$ cat src/rtl/aurora_tx_sched.sv
`default_nettype none
// ---------------------------------------------------------------------------
// aurora_tx_sched : frame-atomic two-source scheduler for the Aurora TX port
// Rev 1.0
// ---------------------------------------------------------------------------
module aurora_tx_sched #(
  parameter int DATA_WIDTH = 32,
  parameter int GAP_WIDTH  = 16
) (
  input  logic                    aclk,
  input  logic                    reset,
  input  logic                    channel_up,
  input  logic [GAP_WIDTH-1:0]    cfg_gap,
  input  logic                    cfg_rr,
  input  logic [DATA_WIDTH-1:0]   s0_axis_tdata,
  input  logic                    s0_axis_tvalid,
  input  logic                    s0_axis_tlast,
  output logic                    s0_axis_tready,
  input  logic [DATA_WIDTH-1:0]   s1_axis_tdata,
  input  logic                    s1_axis_tvalid,
  input  logic                    s1_axis_tlast,
  output logic                    s1_axis_tready,
  output logic [DATA_WIDTH-1:0]   m_axis_tdata,
  output logic [DATA_WIDTH/8-1:0] m_axis_tkeep,
  output logic                    m_axis_tvalid,
  output logic                    m_axis_tlast,
  input  logic                    m_axis_tready,
  output logic [1:0]              grant,
  output logic [15:0]             frame_count
);

  typedef enum logic [1:0] {
    ST_IDLE = 2'd0,
    ST_XFER = 2'd1,
    ST_GAP  = 2'd2
  } state_e;

  state_e                 state_q, state_d;
  logic [1:0]             grant_q, grant_d;
  logic                   last_grant_q, last_grant_d;  // index of most recent grant
  logic [15:0]            frame_count_q, frame_count_d;
  logic [GAP_WIDTH-1:0]   gap_q, gap_d;

  logic                   pick1;
  logic [DATA_WIDTH-1:0]  out_data;
  logic                   out_valid;
  logic                   out_last;
  logic                   rdy0;
  logic                   rdy1;

  always_ff @(posedge aclk) begin
    if (reset) begin
      state_q       <= ST_IDLE;
      grant_q       <= 2'b00;
      last_grant_q  <= 1'b1;
      frame_count_q <= 16'd0;
      gap_q         <= '0;
    end else begin
      state_q       <= state_d;
      grant_q       <= grant_d;
      last_grant_q  <= last_grant_d;
      frame_count_q <= frame_count_d;
      gap_q         <= gap_d;
    end
  end

  always_comb begin
    state_d       = state_q;
    grant_d       = grant_q;
    last_grant_d  = last_grant_q;
    frame_count_d = frame_count_q;
    gap_d         = gap_q;
    pick1         = 1'b0;
    out_data      = '0;
    out_valid     = 1'b0;
    out_last      = 1'b0;
    rdy0          = 1'b0;
    rdy1          = 1'b0;

    case (state_q)
      ST_IDLE: begin
        if (channel_up && (s0_axis_tvalid || s1_axis_tvalid)) begin
          if (s0_axis_tvalid && s1_axis_tvalid) begin
            pick1 = cfg_rr ? ~last_grant_q : 1'b0;
          end else begin
            pick1 = s1_axis_tvalid;
          end
          grant_d      = pick1 ? 2'b10 : 2'b01;
          last_grant_d = pick1;
          state_d      = ST_XFER;
        end
      end

      ST_XFER: begin
        // Pure pass-through; backpressure goes straight to the granted source.
        if (grant_q[1]) begin
          out_data  = s1_axis_tdata;
          out_valid = s1_axis_tvalid;
          out_last  = s1_axis_tlast;
          rdy1      = m_axis_tready;
        end else begin
          out_data  = s0_axis_tdata;
          out_valid = s0_axis_tvalid;
          out_last  = s0_axis_tlast;
          rdy0      = m_axis_tready;
        end
        if (out_valid && m_axis_tready && out_last) begin
          frame_count_d = frame_count_q + 16'd1;
          gap_d         = cfg_gap;
          grant_d       = 2'b00;
          state_d       = (cfg_gap != '0) ? ST_GAP : ST_IDLE;
        end
      end

      ST_GAP: begin
        gap_d = gap_q - GAP_WIDTH'(1);
        if (gap_q == GAP_WIDTH'(1)) begin
          state_d = ST_IDLE;
        end
      end

      default: begin
        state_d = ST_IDLE;
        grant_d = 2'b00;
      end
    endcase
  end

  assign m_axis_tdata   = out_data;
  assign m_axis_tvalid  = out_valid;
  assign m_axis_tlast   = out_last;
  assign m_axis_tkeep   = '1;
  assign s0_axis_tready = rdy0;
  assign s1_axis_tready = rdy1;
  assign grant          = grant_q;
  assign frame_count    = frame_count_q;

endmodule
`default_nettype wire

$ cat config.mk
export PLATFORM = sky130hd
export DESIGN_NAME = aurora_tx_sched
export DESIGN_NICKNAME = d
export VERILOG_FILES = /design/src/rtl/aurora_tx_sched.sv
export SDC_FILE = /design/constraint.sdc
export NUM_CORES = 1
export LEC_CHECK = 0
export BUFFER_PORTS_ARGS = -buffer_cell sky130_fd_sc_hd__buf_2
export CORE_ASPECT_RATIO = 0.9
export CORE_MARGIN = 1
export CORE_UTILIZATION = 31
export DETAILED_ROUTE_END_ITERATION = 16
export SYNTH_ARGS = -nofsm -noshare
export SYNTH_HDL_FRONTEND = slang
export SYNTH_SLANG_ARGS = --single-unit
$ cat constraint.sdc
create_clock -name aclk -period 3.3 [get_ports aclk]
set_input_delay 0.495 -clock aclk [delete_from_list [all_inputs] [get_ports aclk]]
set_output_delay 0.495 -clock aclk [all_outputs]
set_load 0.05 [all_outputs]
==> impl_metrics.yaml <==
drt:
  route.vias.total: 2905
  wire_per_inst_um: 14.4
  drt_iter0_drc: 136
  viasPerCell: 5.23
  wl_um: 8010
  drc: 0
  ant_nets: 0
  drtPass1Iterations: 4
worst_setup_path:
  cp.arrival_ns: 1.72
  path_max_fanout: 35
  r2r_end: "frame_count[13]"
  crit_path_end_kind: "primary output"
  cp-start-kind: "flop"
  ff2ff_path_depth: 4
  critPathKind: "flop to primary output"
  r2r_start: "grant[1]"
  reg2reg_slack_ns: 1.31
  required_ns: 2.80
timing:
  fin_crit_sh_pct: 67.0
  min_period_ns: 2.21
  hold_ws_ns: 0.437
  max_freq_mhz: 452
  setup_viol_count_final: 0
  worst_slew_pin_slew_ns: 0.798
  hold_viol_final: 0
  final_max_slew_viol_count: 0
  setup_tns_ns: 0
  rsz0062_at_grt: "false"
  slew_headroom_pct: 46.4
  skew_ns: 0.00723
synth:
  synthCells: 325
  synth-edff-count: 0
  yosys_warnings: 0
  async_flop_share_pct: 0
  synth_most_common_cell: "nor2_1"
  synth_top_area_share_pct: 29.1
  synth_cell_type_count: 55
  yosysTopAreaCell: "dfxtp_1"
  synth_flop_cell: "dfxtp_1"
  ys_ff_latch: 37
  yosysSeqAreaShare_pct: 29.1
  mappedNetlistArea_mm2: 0.00255
  synth_area_leaders: "dfxtp_1 29%, mux2i_1 13%, nor2_1 6.6%"
  synth_area_per_cell_um2: 7.83
  synth_commonest_cells: "45 x nor2_1, 37 x dfxtp_1, 34 x mux2i_1, 23 x a21oi_1, 21 x nand2_1"
min_path:
  hold_depth: 2
  hold_path.startpoint: "last_grant_q"
  min_path_type: "flop to flop"
  holdPathEnd: "last_grant_q"
floorplan:
  dieArea_mm2: 0.00858
  dieHeight_um: 88.0
  io_pins: 147
  core_area_mm2: 0.00773
  start_util_pct: 32.9
  num_rows: 30
  fp.dieW_um: 97.5
placed_design:
  io_buffers: 142
  hpwlAfterDp_um: 6190
  gp_congestion: 0.807
power:
  ir_drop_v: 0.000117
  p_clk_share_pct: 26.7
  power_frac_comb_pct: 32.5
  p_switching_mw: 0.433
  switching_share_pct: 36.9
  internal_power_mw: 0.741
  seq_power_share_pct: 40.8
  power.density_mw_per_mm2: 346
  cellLeakagePower_nw: 1.49
finish:
  drive_gt1_share_pct: 35.5
  area_delta_synth_final_pct: 33.2
  nets: 550
  num_antenna_cells: 0
global_route:
  grt-ovfl-total: 0
  grtUsageTotal_pct: 18.5
  grt_antenna_before_repair: 0
  grt_max_degree: 38
  grt_first_pass_wirelength_um: 13000
  first_global_vias: 2693
clock_network:
  cts_resized: 0
  h-tree-depth: 2
  hold_buffers: 0
  cts_tree: "done"
  clock-sinks: 37
  clkTransAtPathRegs_ns: 0.07
  clock_path_buffers: 2
  root_buffer: "clkbuf_8"
  cts_made_buffers: 5
  post_cts.repair.setup_buffers: 0
  clk_latency_ns: 0.30
run:
  max_cap_viol_count: 0
outcome:
  status: "completed"
[registers in the layout, indices dropped and copies added, names as in the netlist]
signal        count
frame_count      16
state_q           2
gap_q            16
grant             2
last_grant_q      1
[cells by family (layout without fill, tap and decap cells)]
| group | after synthesis | in the layout | share of synthesized area (%) |
|---|---|---|---|
| muxes | 35 | 35 | 13.8 |
| xor gates and xnor gates | 5 | 5 | 1.72 |
| other | 1 | 4 | 0.147 |
| buffers and inverters | 37 | 168 | 6.39 |
| and+or+nand+nor | 136 | 136 | 28.0 |
| adders and majority gates | 3 | 3 | 1.47 |
| DFF | 37 | 37 | 29.1 |
| AOI/OAI and AO/OA | 71 | 71 | 19.4 |
[per-layer routing]
| layer | vias up | global-route usage [%] | routed length, um |
|---|---|---|---|
| met5 | - | 0 | 0 |
| met4 | 0 | 5.35 | 70 |
| met3 | 6 | 5.03 | 476 |
| met2 | 92 | 31.1 | 3720 |
| met1 | 1352 | 23.5 | 3750 |
| li1 | 1455 | - | - |
[metrics by stage]
step                      worst slack, ns  total power [mW]  std cells  instance area (um2)  utilization, %
after CTS                            1.07              1.19        555                 3390            43.9
after floorplan                     0.635             0.758        328                 2560               -
after global routing                0.936              1.24        555                 3390            43.9
after global placement               1.17             0.866        547                 3310            42.8
final                                1.09              1.17        555                 3390            43.9
after detailed placement             1.13             0.871        547                 3310            42.8
[cell type report]
cell class / count / area, um2
multi-input cells: 254 / 1650
clock inverters: 2 / 10.0
fillers: 809 / 4340
clock buffers: 6 / 72.6
well taps: 96 / 120
repair buffers: 146 / 741
inverters: 14 / 52.6
flip-flops and latches: 37 / 742
[how the worst max path moves through the flow]
stage | startpoint | to | slack [ns] | cells after the start
finish | grant[1] | m_axis_tdata[21] | 1.09 | 4
floorplan | grant[1] | m_axis_tdata[24] | 0.64 | 4
detailed placement | s1_axis_tvalid | frame_count[13] | 1.13 | 5
CTS | grant[1] | m_axis_tdata[21] | 1.07 | 4
global placement | s1_axis_tvalid | frame_count[13] | 1.17 | 5
global route | grant[1] | m_axis_tdata[24] | 0.94 | 4
[power by group through the flow]
stage	combinational, mW	sequential [mW]	clock [mW]
floorplan	0.268	0.490	0
global placement	0.378	0.489	0
detailed placement	0.382	0.489	0
CTS	0.383	0.479	0.327
global route	0.410	0.482	0.350
finish	0.381	0.479	0.314
[critical path: stages (launching register included)]
cell,delay [ns]
dfxtp_2,0.38
buf_4,0.48
mux2i_1,0.26
nor2_1,0.06
buf_2,0.22
[layout by cell type, fill, tap and decap left out, types with 3 or more instances in the layout]
cell,instances
o211ai_1,3
mux2i_1,34
a21oi_1,23
ha_1,3
o31ai_1,3
o21ai_0,5
a31oi_1,8
nor4_1,6
buf_4,4
conb_1,4
a21o_1,3
and3_1,3
nor3_1,6
clkbuf_8,5
nand3_1,17
nor2_1,45
o311ai_0,4
nand2b_1,6
nor2b_1,3
or3_1,7
dfxtp_1,36
buf_2,142
inv_1,14
or4_1,3
xnor2_1,5
nand4_1,4
nand2_1,21
a2bb2oi_1,4
(Power assumes the default switching activity.)
